==> config.mk <==
export PLATFORM = sky130hd
export DESIGN_NAME = sensor_timing_gen
export DESIGN_NICKNAME = d
export VERILOG_FILES = /design/src/rtl/sensor_timing_gen_pkg.sv /design/src/rtl/sensor_timing_gen_test_pattern_gen.sv /design/src/rtl/sensor_timing_gen.sv
export SDC_FILE = /design/constraint.sdc
export NUM_CORES = 1
export LEC_CHECK = 0
export BUFFER_PORTS_ARGS = -buffer_cell sky130_fd_sc_hd__buf_4
export CAP_MARGIN = 25
export CORE_ASPECT_RATIO = 1.4
export CORE_MARGIN = 2
export CORE_UTILIZATION = 47
export CTS_BUF_LIST = sky130_fd_sc_hd__clkbuf_16
export DETAILED_ROUTE_END_ITERATION = 6
export GPL_TIMING_DRIVEN = 0
export PLACE_DENSITY = 0.67
export SLEW_MARGIN = 20
export SYNTH_ARGS = -nofsm -noshare
export SYNTH_HDL_FRONTEND = slang
export SYNTH_SLANG_ARGS = --single-unit
==> constraint.sdc <==
create_clock -name clk -period 5.6 [get_ports clk]
set_input_delay 1.12 -clock clk [delete_from_list [all_inputs] [get_ports clk]]
set_output_delay 1.12 -clock clk [all_outputs]
set_load 0.02 [all_outputs]
==> src/rtl/sensor_timing_gen_pkg.sv <==
// Shared encodings for the sensor timing source: FSM states, test image selects
// and the minimum length any blanking or porch interval may take.
package sensor_timing_gen_pkg;

   typedef enum logic [2:0] {
      ST_IDLE       = 3'd0,
      ST_HEAD       = 3'd1,
      ST_LINE       = 3'd2,
      ST_LINE_HIDE  = 3'd3,
      ST_TAIL       = 3'd4,
      ST_FRAME_HIDE = 3'd5
   } state_t;

   typedef enum logic [1:0] {
      IMG_PIX_CNT   = 2'd0,
      IMG_LINE_IDX  = 2'd1,
      IMG_COL_IDX   = 2'd2,
      IMG_FRAME_CNT = 2'd3
   } img_sel_t;

   localparam int unsigned GAP_MIN = 1;

endpackage

==> src/rtl/sensor_timing_gen_test_pattern_gen.sv <==
// Test image generator: selects the pixel value for the current position and
// registers it so it lines up with the registered fval/lval of the top.
module test_pattern_gen
   import sensor_timing_gen_pkg::*;
#(
   parameter int DATA_WIDTH = 8,
   parameter int REG_WD     = 16
) (
   input  logic                  clk,
   input  logic                  reset_n,
   input  logic                  lval,
   input  logic [1:0]            sel,
   input  logic [REG_WD-1:0]     h_cnt,
   input  logic [REG_WD-1:0]     v_cnt,
   input  logic [DATA_WIDTH-1:0] pix_cnt,
   input  logic [15:0]           frame_cnt,
   output logic [DATA_WIDTH-1:0] pix_data
);

   logic [DATA_WIDTH-1:0] pix_next;

   always_comb begin
      pix_next = '0;
      if (lval) begin
         case (sel)
            IMG_PIX_CNT:   pix_next = pix_cnt;
            IMG_LINE_IDX:  pix_next = DATA_WIDTH'(v_cnt);
            IMG_COL_IDX:   pix_next = DATA_WIDTH'(h_cnt);
            IMG_FRAME_CNT: pix_next = DATA_WIDTH'(frame_cnt);
         endcase
      end
   end

   always_ff @(posedge clk or negedge reset_n) begin
      if (!reset_n) begin
         pix_data <= '0;
      end else begin
         pix_data <= pix_next;
      end
   end

endmodule

==> src/rtl/sensor_timing_gen.sv <==
// Programmable sensor timing source: frame/line valid plus a known test image,
// geometry captured once per frame so mid-frame register writes are harmless.
//
// state         | meaning
// --------------+------------------------------------------------------------
// ST_IDLE       | no frame; waits for i_enable with non-zero width/height
// ST_HEAD       | fval high, lval low, before the first line
// ST_LINE       | active pixels of one line, lval high
// ST_LINE_HIDE  | lval low between two lines of the same frame
// ST_TAIL       | fval high, lval low, after the last line
// ST_FRAME_HIDE | fval low; at its end i_enable decides next frame or idle
module sensor_timing_gen
   import sensor_timing_gen_pkg::*;
#(
   parameter int DATA_WIDTH = 8,
   parameter int REG_WD     = 16
) (
   input  logic                  clk,
   input  logic                  reset_n,
   input  logic                  i_enable,
   input  logic [REG_WD-1:0]     iv_width,
   input  logic [REG_WD-1:0]     iv_height,
   input  logic [REG_WD-1:0]     iv_head,
   input  logic [REG_WD-1:0]     iv_tail,
   input  logic [REG_WD-1:0]     iv_line_hide,
   input  logic [REG_WD-1:0]     iv_frame_hide,
   input  logic [1:0]            iv_test_image_sel,
   output logic                  o_fval,
   output logic                  o_lval,
   output logic [DATA_WIDTH-1:0] ov_pix_data,
   output logic [15:0]           ov_frame_cnt
);

   localparam logic [REG_WD-1:0]     ONE_R     = REG_WD'(1);
   localparam logic [REG_WD-1:0]     GAP_MIN_R = REG_WD'(GAP_MIN);
   localparam logic [DATA_WIDTH-1:0] PIX_ONE   = DATA_WIDTH'(1);

   state_t                state;
   logic [REG_WD-1:0]     sh_width;
   logic [REG_WD-1:0]     sh_height;
   logic [REG_WD-1:0]     sh_tail;
   logic [REG_WD-1:0]     sh_line_hide;
   logic [REG_WD-1:0]     sh_frame_hide;
   logic [1:0]            sh_sel;
   logic [REG_WD-1:0]     h_cnt;
   logic [REG_WD-1:0]     v_cnt;
   logic [REG_WD-1:0]     gap_cnt;
   logic [DATA_WIDTH-1:0] pix_cnt;
   logic                  geom_ok;
   logic                  start_frame;
   logic                  fval_s;
   logic                  lval_s;

   function automatic logic [REG_WD-1:0] clamp_gap(input logic [REG_WD-1:0] v);
      return (v < GAP_MIN_R) ? GAP_MIN_R : v;
   endfunction

   assign geom_ok     = i_enable && (iv_width != '0) && (iv_height != '0);
   assign start_frame = geom_ok &&
                        ((state == ST_IDLE) || ((state == ST_FRAME_HIDE) && (gap_cnt == '0)));
   assign fval_s      = (state == ST_HEAD) || (state == ST_LINE) ||
                        (state == ST_LINE_HIDE) || (state == ST_TAIL);
   assign lval_s      = (state == ST_LINE);

   // gap_cnt is a down-counter loaded with length-1 on entry to every porch/blanking state
   always_ff @(posedge clk or negedge reset_n) begin
      if (!reset_n) begin
         state         <= ST_IDLE;
         sh_width      <= '0;
         sh_height     <= '0;
         sh_tail       <= '0;
         sh_line_hide  <= '0;
         sh_frame_hide <= '0;
         sh_sel        <= '0;
         h_cnt         <= '0;
         v_cnt         <= '0;
         gap_cnt       <= '0;
         pix_cnt       <= '0;
         o_fval        <= 1'b0;
         o_lval        <= 1'b0;
         ov_frame_cnt  <= '0;
      end else begin
         o_fval <= fval_s;
         o_lval <= lval_s;
         if (fval_s && !o_fval)
            ov_frame_cnt <= ov_frame_cnt + 16'd1;

         if (start_frame) begin
            sh_width      <= iv_width;
            sh_height     <= iv_height;
            sh_tail       <= clamp_gap(iv_tail);
            sh_line_hide  <= clamp_gap(iv_line_hide);
            sh_frame_hide <= clamp_gap(iv_frame_hide);
            sh_sel        <= iv_test_image_sel;
            gap_cnt       <= clamp_gap(iv_head) - ONE_R;
            h_cnt         <= '0;
            v_cnt         <= '0;
            pix_cnt       <= '0;
            state         <= ST_HEAD;
         end else begin
            case (state)
               ST_IDLE: begin
               end
               ST_HEAD: begin
                  if (gap_cnt == '0)
                     state <= ST_LINE;
                  else
                     gap_cnt <= gap_cnt - ONE_R;
               end
               ST_LINE: begin
                  pix_cnt <= pix_cnt + PIX_ONE;
                  if (h_cnt == sh_width - ONE_R) begin
                     h_cnt <= '0;
                     if (v_cnt == sh_height - ONE_R) begin
                        state   <= ST_TAIL;
                        gap_cnt <= sh_tail - ONE_R;
                     end else begin
                        state   <= ST_LINE_HIDE;
                        gap_cnt <= sh_line_hide - ONE_R;
                     end
                  end else begin
                     h_cnt <= h_cnt + ONE_R;
                  end
               end
               ST_LINE_HIDE: begin
                  if (gap_cnt == '0) begin
                     state <= ST_LINE;
                     v_cnt <= v_cnt + ONE_R;
                  end else begin
                     gap_cnt <= gap_cnt - ONE_R;
                  end
               end
               ST_TAIL: begin
                  if (gap_cnt == '0) begin
                     state   <= ST_FRAME_HIDE;
                     gap_cnt <= sh_frame_hide - ONE_R;
                  end else begin
                     gap_cnt <= gap_cnt - ONE_R;
                  end
               end
               ST_FRAME_HIDE: begin
                  if (gap_cnt == '0)
                     state <= ST_IDLE;
                  else
                     gap_cnt <= gap_cnt - ONE_R;
               end
               default: state <= ST_IDLE;
            endcase
         end
      end
   end

   test_pattern_gen #(
      .DATA_WIDTH (DATA_WIDTH),
      .REG_WD     (REG_WD)
   ) u_test_pattern_gen (
      .clk       (clk),
      .reset_n   (reset_n),
      .lval      (lval_s),
      .sel       (sh_sel),
      .h_cnt     (h_cnt),
      .v_cnt     (v_cnt),
      .pix_cnt   (pix_cnt),
      .frame_cnt (ov_frame_cnt),
      .pix_data  (ov_pix_data)
   );

endmodule

==> impl_metrics.ini <==
[logic_synthesis]
synth.lib_cells_used.distinct = 74
synthCells = 1201
netlist_area_sq_mm = 0.0102
yosysWarnings = 0
ys_seq_area_share_pct = 40.9
ys_ff_latch = 167
syn_nets = 1312
async_reset_ff_share_pct = 100
synth_edf_count = 0
yosys_most_used_dff = dfrtp_1
postSynthAreaPerCell_sq_um = 8.50

[cells_and_area]
antennaDiodeCount = 0
mostFrequentLayoutCells = nand2_1, dfrtp_1, buf_4, nor2_1, xnor2_1
layout-drive-gt1-share_pct = 15.5
fin_nets = 1458
area_growth_pct = 18.2
mostFrequentLayoutCell = nand2_1
seq_area_sq_mm = 0.00418
fin_cells = 1619
fillers = 2008
multi_input_area_sq_mm = 0.00571

[critical_path]
crit_family = simple AND/OR/NAND/NOR gates
worst_path_largest_cell_delay_ps = 610
worstSetupPathType = flip-flop to flip-flop
r2r_start = sh_height[3]
arrival_ps = 5060
crit_chain = clkbuf_1 -> or4_4 -> nor4_1 -> xnor2_1 -> nor4_1 -> and4_1 -> buf_2 -> buf_2 -> mux2i_1 -> ha_1 -> inv_1 -> or3b_2 -> xor2_1 -> nand2_1 -> a41oi_1 -> o211ai_2
cp-start-kind = flip-flop
critPathLaunch = sh_height[3]
end_kind = flip-flop
required_ps = 5930
cp_max_fo = 10
cp_num_buf_inv = 4
worst_path_max_delay_cell = or4_4

[job]
cap_violations = 0

[routing]
drc_errors = 0
ant_nets = 0
wl_per_cell_um = 17.4
drt_iter0_markers = 574
vias_per_cell = 5.69
drt-total-wl_um = 28200
num_vias = 9210
first_pass_iters = 5

[outcome]
outcome = finished clean

[timing]
fin_crit_ps = 4740
fmax_mhz = 211
skew_ps = 11.9
finalMaxSlewViolations = 0
worst_pin_slew_ps = 826
max-slew-margin-rel_pct = 44.9
setup_tns_ps = 0
hold_viol_final = 0
rsz0062_at_grt = no
setup_viol = 0
post-route-period-util_pct = 84.6

[power]
p_leak_uw = 0.00538
swShare_pct = 41.6
pwr-share-comb_pct = 41.7
p_clk_share_pct = 20.1
power_frac_seq_pct = 38.2
powerDensity_mw_per_mm2 = 468
worst_ir_drop_vdd_v = 0.000277
p_int_uw = 3300
p_switching_uw = 2350

[clocking]
cts_buffers = 17
cts_resized = 0
h-tree-depth = 4
clkTransAtPathRegs_ps = 70
cts-root-buf = clkbuf_16
cts_hold_buffers = 0
post-cts-setup-buffers = 0
cts_buffer_depth = 2
insertion_delay_ps = 450
cts_tree = done
cts_sinks = 167

[floorplan]
die_y_um = 178
pin_count = 127
die_x_um = 129
start_util_pct = 48.0
die-area_sq_mm = 0.0229
coreArea_sq_mm = 0.0213
placementRows = 63

[placed_design]
post-dp-hpwl_um = 21500
port_buffers = 126
dp.cells = 1588
gp_congestion = 0.904

[grt]
grt_pass1_wl_um = 45900
globalRouteMet1Util_pct = 30.1
grt_pass1_vias = 9130
use_met3_pct = 3.09
busiest_layer = met2
antenna_found_initial = 0
use_met2_pct = 47.5
gr-total-overflow = 0
gr-usage-all-layers_pct = 25.5
grt_start_max_net_pins = 100

[hold_path]
min_from = ov_frame_cnt[15]
hp-class = flip-flop to flip-flop
[cell families (layout without fill, tap and decap cells)]
kind of cell | after synthesis | after routing | synth area share (%)
DFF | 167 | 167 | 40.9
adders and majority gates | 10 | 10 | 1.23
muxes | 25 | 25 | 3.63
xor gates and xnor gates | 127 | 127 | 10.9
buffers and inverters | 78 | 236 | 3.19
AOI/OAI and AO/OA | 184 | 184 | 12.3
and+or+nand+nor | 610 | 610 | 27.8
[worst paths after layout]
| check | endpoint | slack [ps] | depth (start not counted) |
|---|---|---|---|
| min in group asynchronous | h_cnt[13] | 630 | 1 |
| setup reg to reg | gap_cnt[14] | 860 | 16 |
| setup / recovery | gap_cnt[14] | 860 | 16 |
| hold / removal | ov_frame_cnt[15] | 470 | 1 |
| max in group asynchronous | sh_line_hide[12] | 4070 | 2 |
| hold reg to reg | ov_frame_cnt[15] | 470 | 1 |
[power by group through the flow]
| stage | clock (uW) | combinational (uW) | sequential [uW] |
|---|---|---|---|
| 4_1_cts | 1150 | 2360 | 2150 |
| 2_1_floorplan | 0 | 1730 | 2050 |
| 5_1_grt | 1200 | 2630 | 2230 |
| 3_3_place_gp | 0 | 2300 | 2160 |
| 6_report | 1140 | 2360 | 2160 |
| 3_5_place_dp | 0 | 2340 | 2170 |
[metal layers]
layer / up-vias / part of all wire, %
met5: - / 0
met4: 0 / 2.7
met3: 53 / 3.7
met2: 234 / 53
met1: 4428 / 40
li1: 4495 / -
[state kept, by name, indices dropped and copies added, names as in the netlist]
register,flops
state,3
h_cnt,16
sh_height,16
v_cnt,16
sh_width,16
o_lval,1
o_fval,1
u_test_pattern_gen.pix_data,8
sh_sel,2
ov_frame_cnt,16
gap_cnt,16
sh_tail,16
sh_frame_hide,16
sh_line_hide,16
pix_cnt,8
[stage by stage]
stage                     hold WS (ps)  util, %  cell area [sq um]  power (uW)  worst slack, ps
after detailed placement           475     54.1              11500        4510              991
after global routing               506     56.7              12100        6060              679
after global placement             464     53.9              11500        4460              918
after floorplan                    461        -              10200        3780             1640
final                              474     56.7              12100        5650              862
after CTS                          485     56.7              12100        5660              923
[Yosys cell counts, drive strengths merged, types with 3 or more instances]
cell type | number | share of area, %
a211o | 4 | 0.34
a211oi | 6 | 0.54
a21o | 3 | 0.22
a21oi | 27 | 1.3
a22o | 8 | 0.69
a311oi | 3 | 0.26
a31oi | 8 | 0.49
a41oi | 5 | 0.43
and3 | 25 | 1.5
buf | 15 | 0.87
clkbuf | 40 | 1.5
dfrtp | 167 | 41
ha | 10 | 1.2
inv | 22 | 0.81
mux2 | 6 | 0.66
mux2i | 10 | 0.98
mux4 | 9 | 2.0
nand2 | 311 | 11
nand2b | 7 | 0.43
nand3 | 29 | 1.4
nand4 | 15 | 0.92
nor2 | 86 | 3.2
nor2b | 12 | 0.74
nor3 | 31 | 1.7
nor4 | 37 | 2.4
o2111ai | 3 | 0.26
o211ai | 8 | 0.69
o21ai | 64 | 3.2
o221ai | 5 | 0.43
o22ai | 8 | 0.49
o31ai | 11 | 1.0
o41ai | 3 | 0.26
or2 | 10 | 0.61
or3 | 16 | 0.98
or4 | 19 | 1.5
xnor2 | 72 | 6.2
xor2 | 55 | 4.7
[final cells by class]
class                           count  share of cell area, %
Inverter                           23                  0.716
Timing Repair Buffer              127                   8.13
Sequential cell                   167                   34.6
Clock inverter                     14                   1.03
Tap cell                          260                   2.70
Multi-Input combinational cell    956                   47.3
Clock buffer                       17                   3.53
Buffer                             55                   1.98
Power figures use the tool's default switching activity.
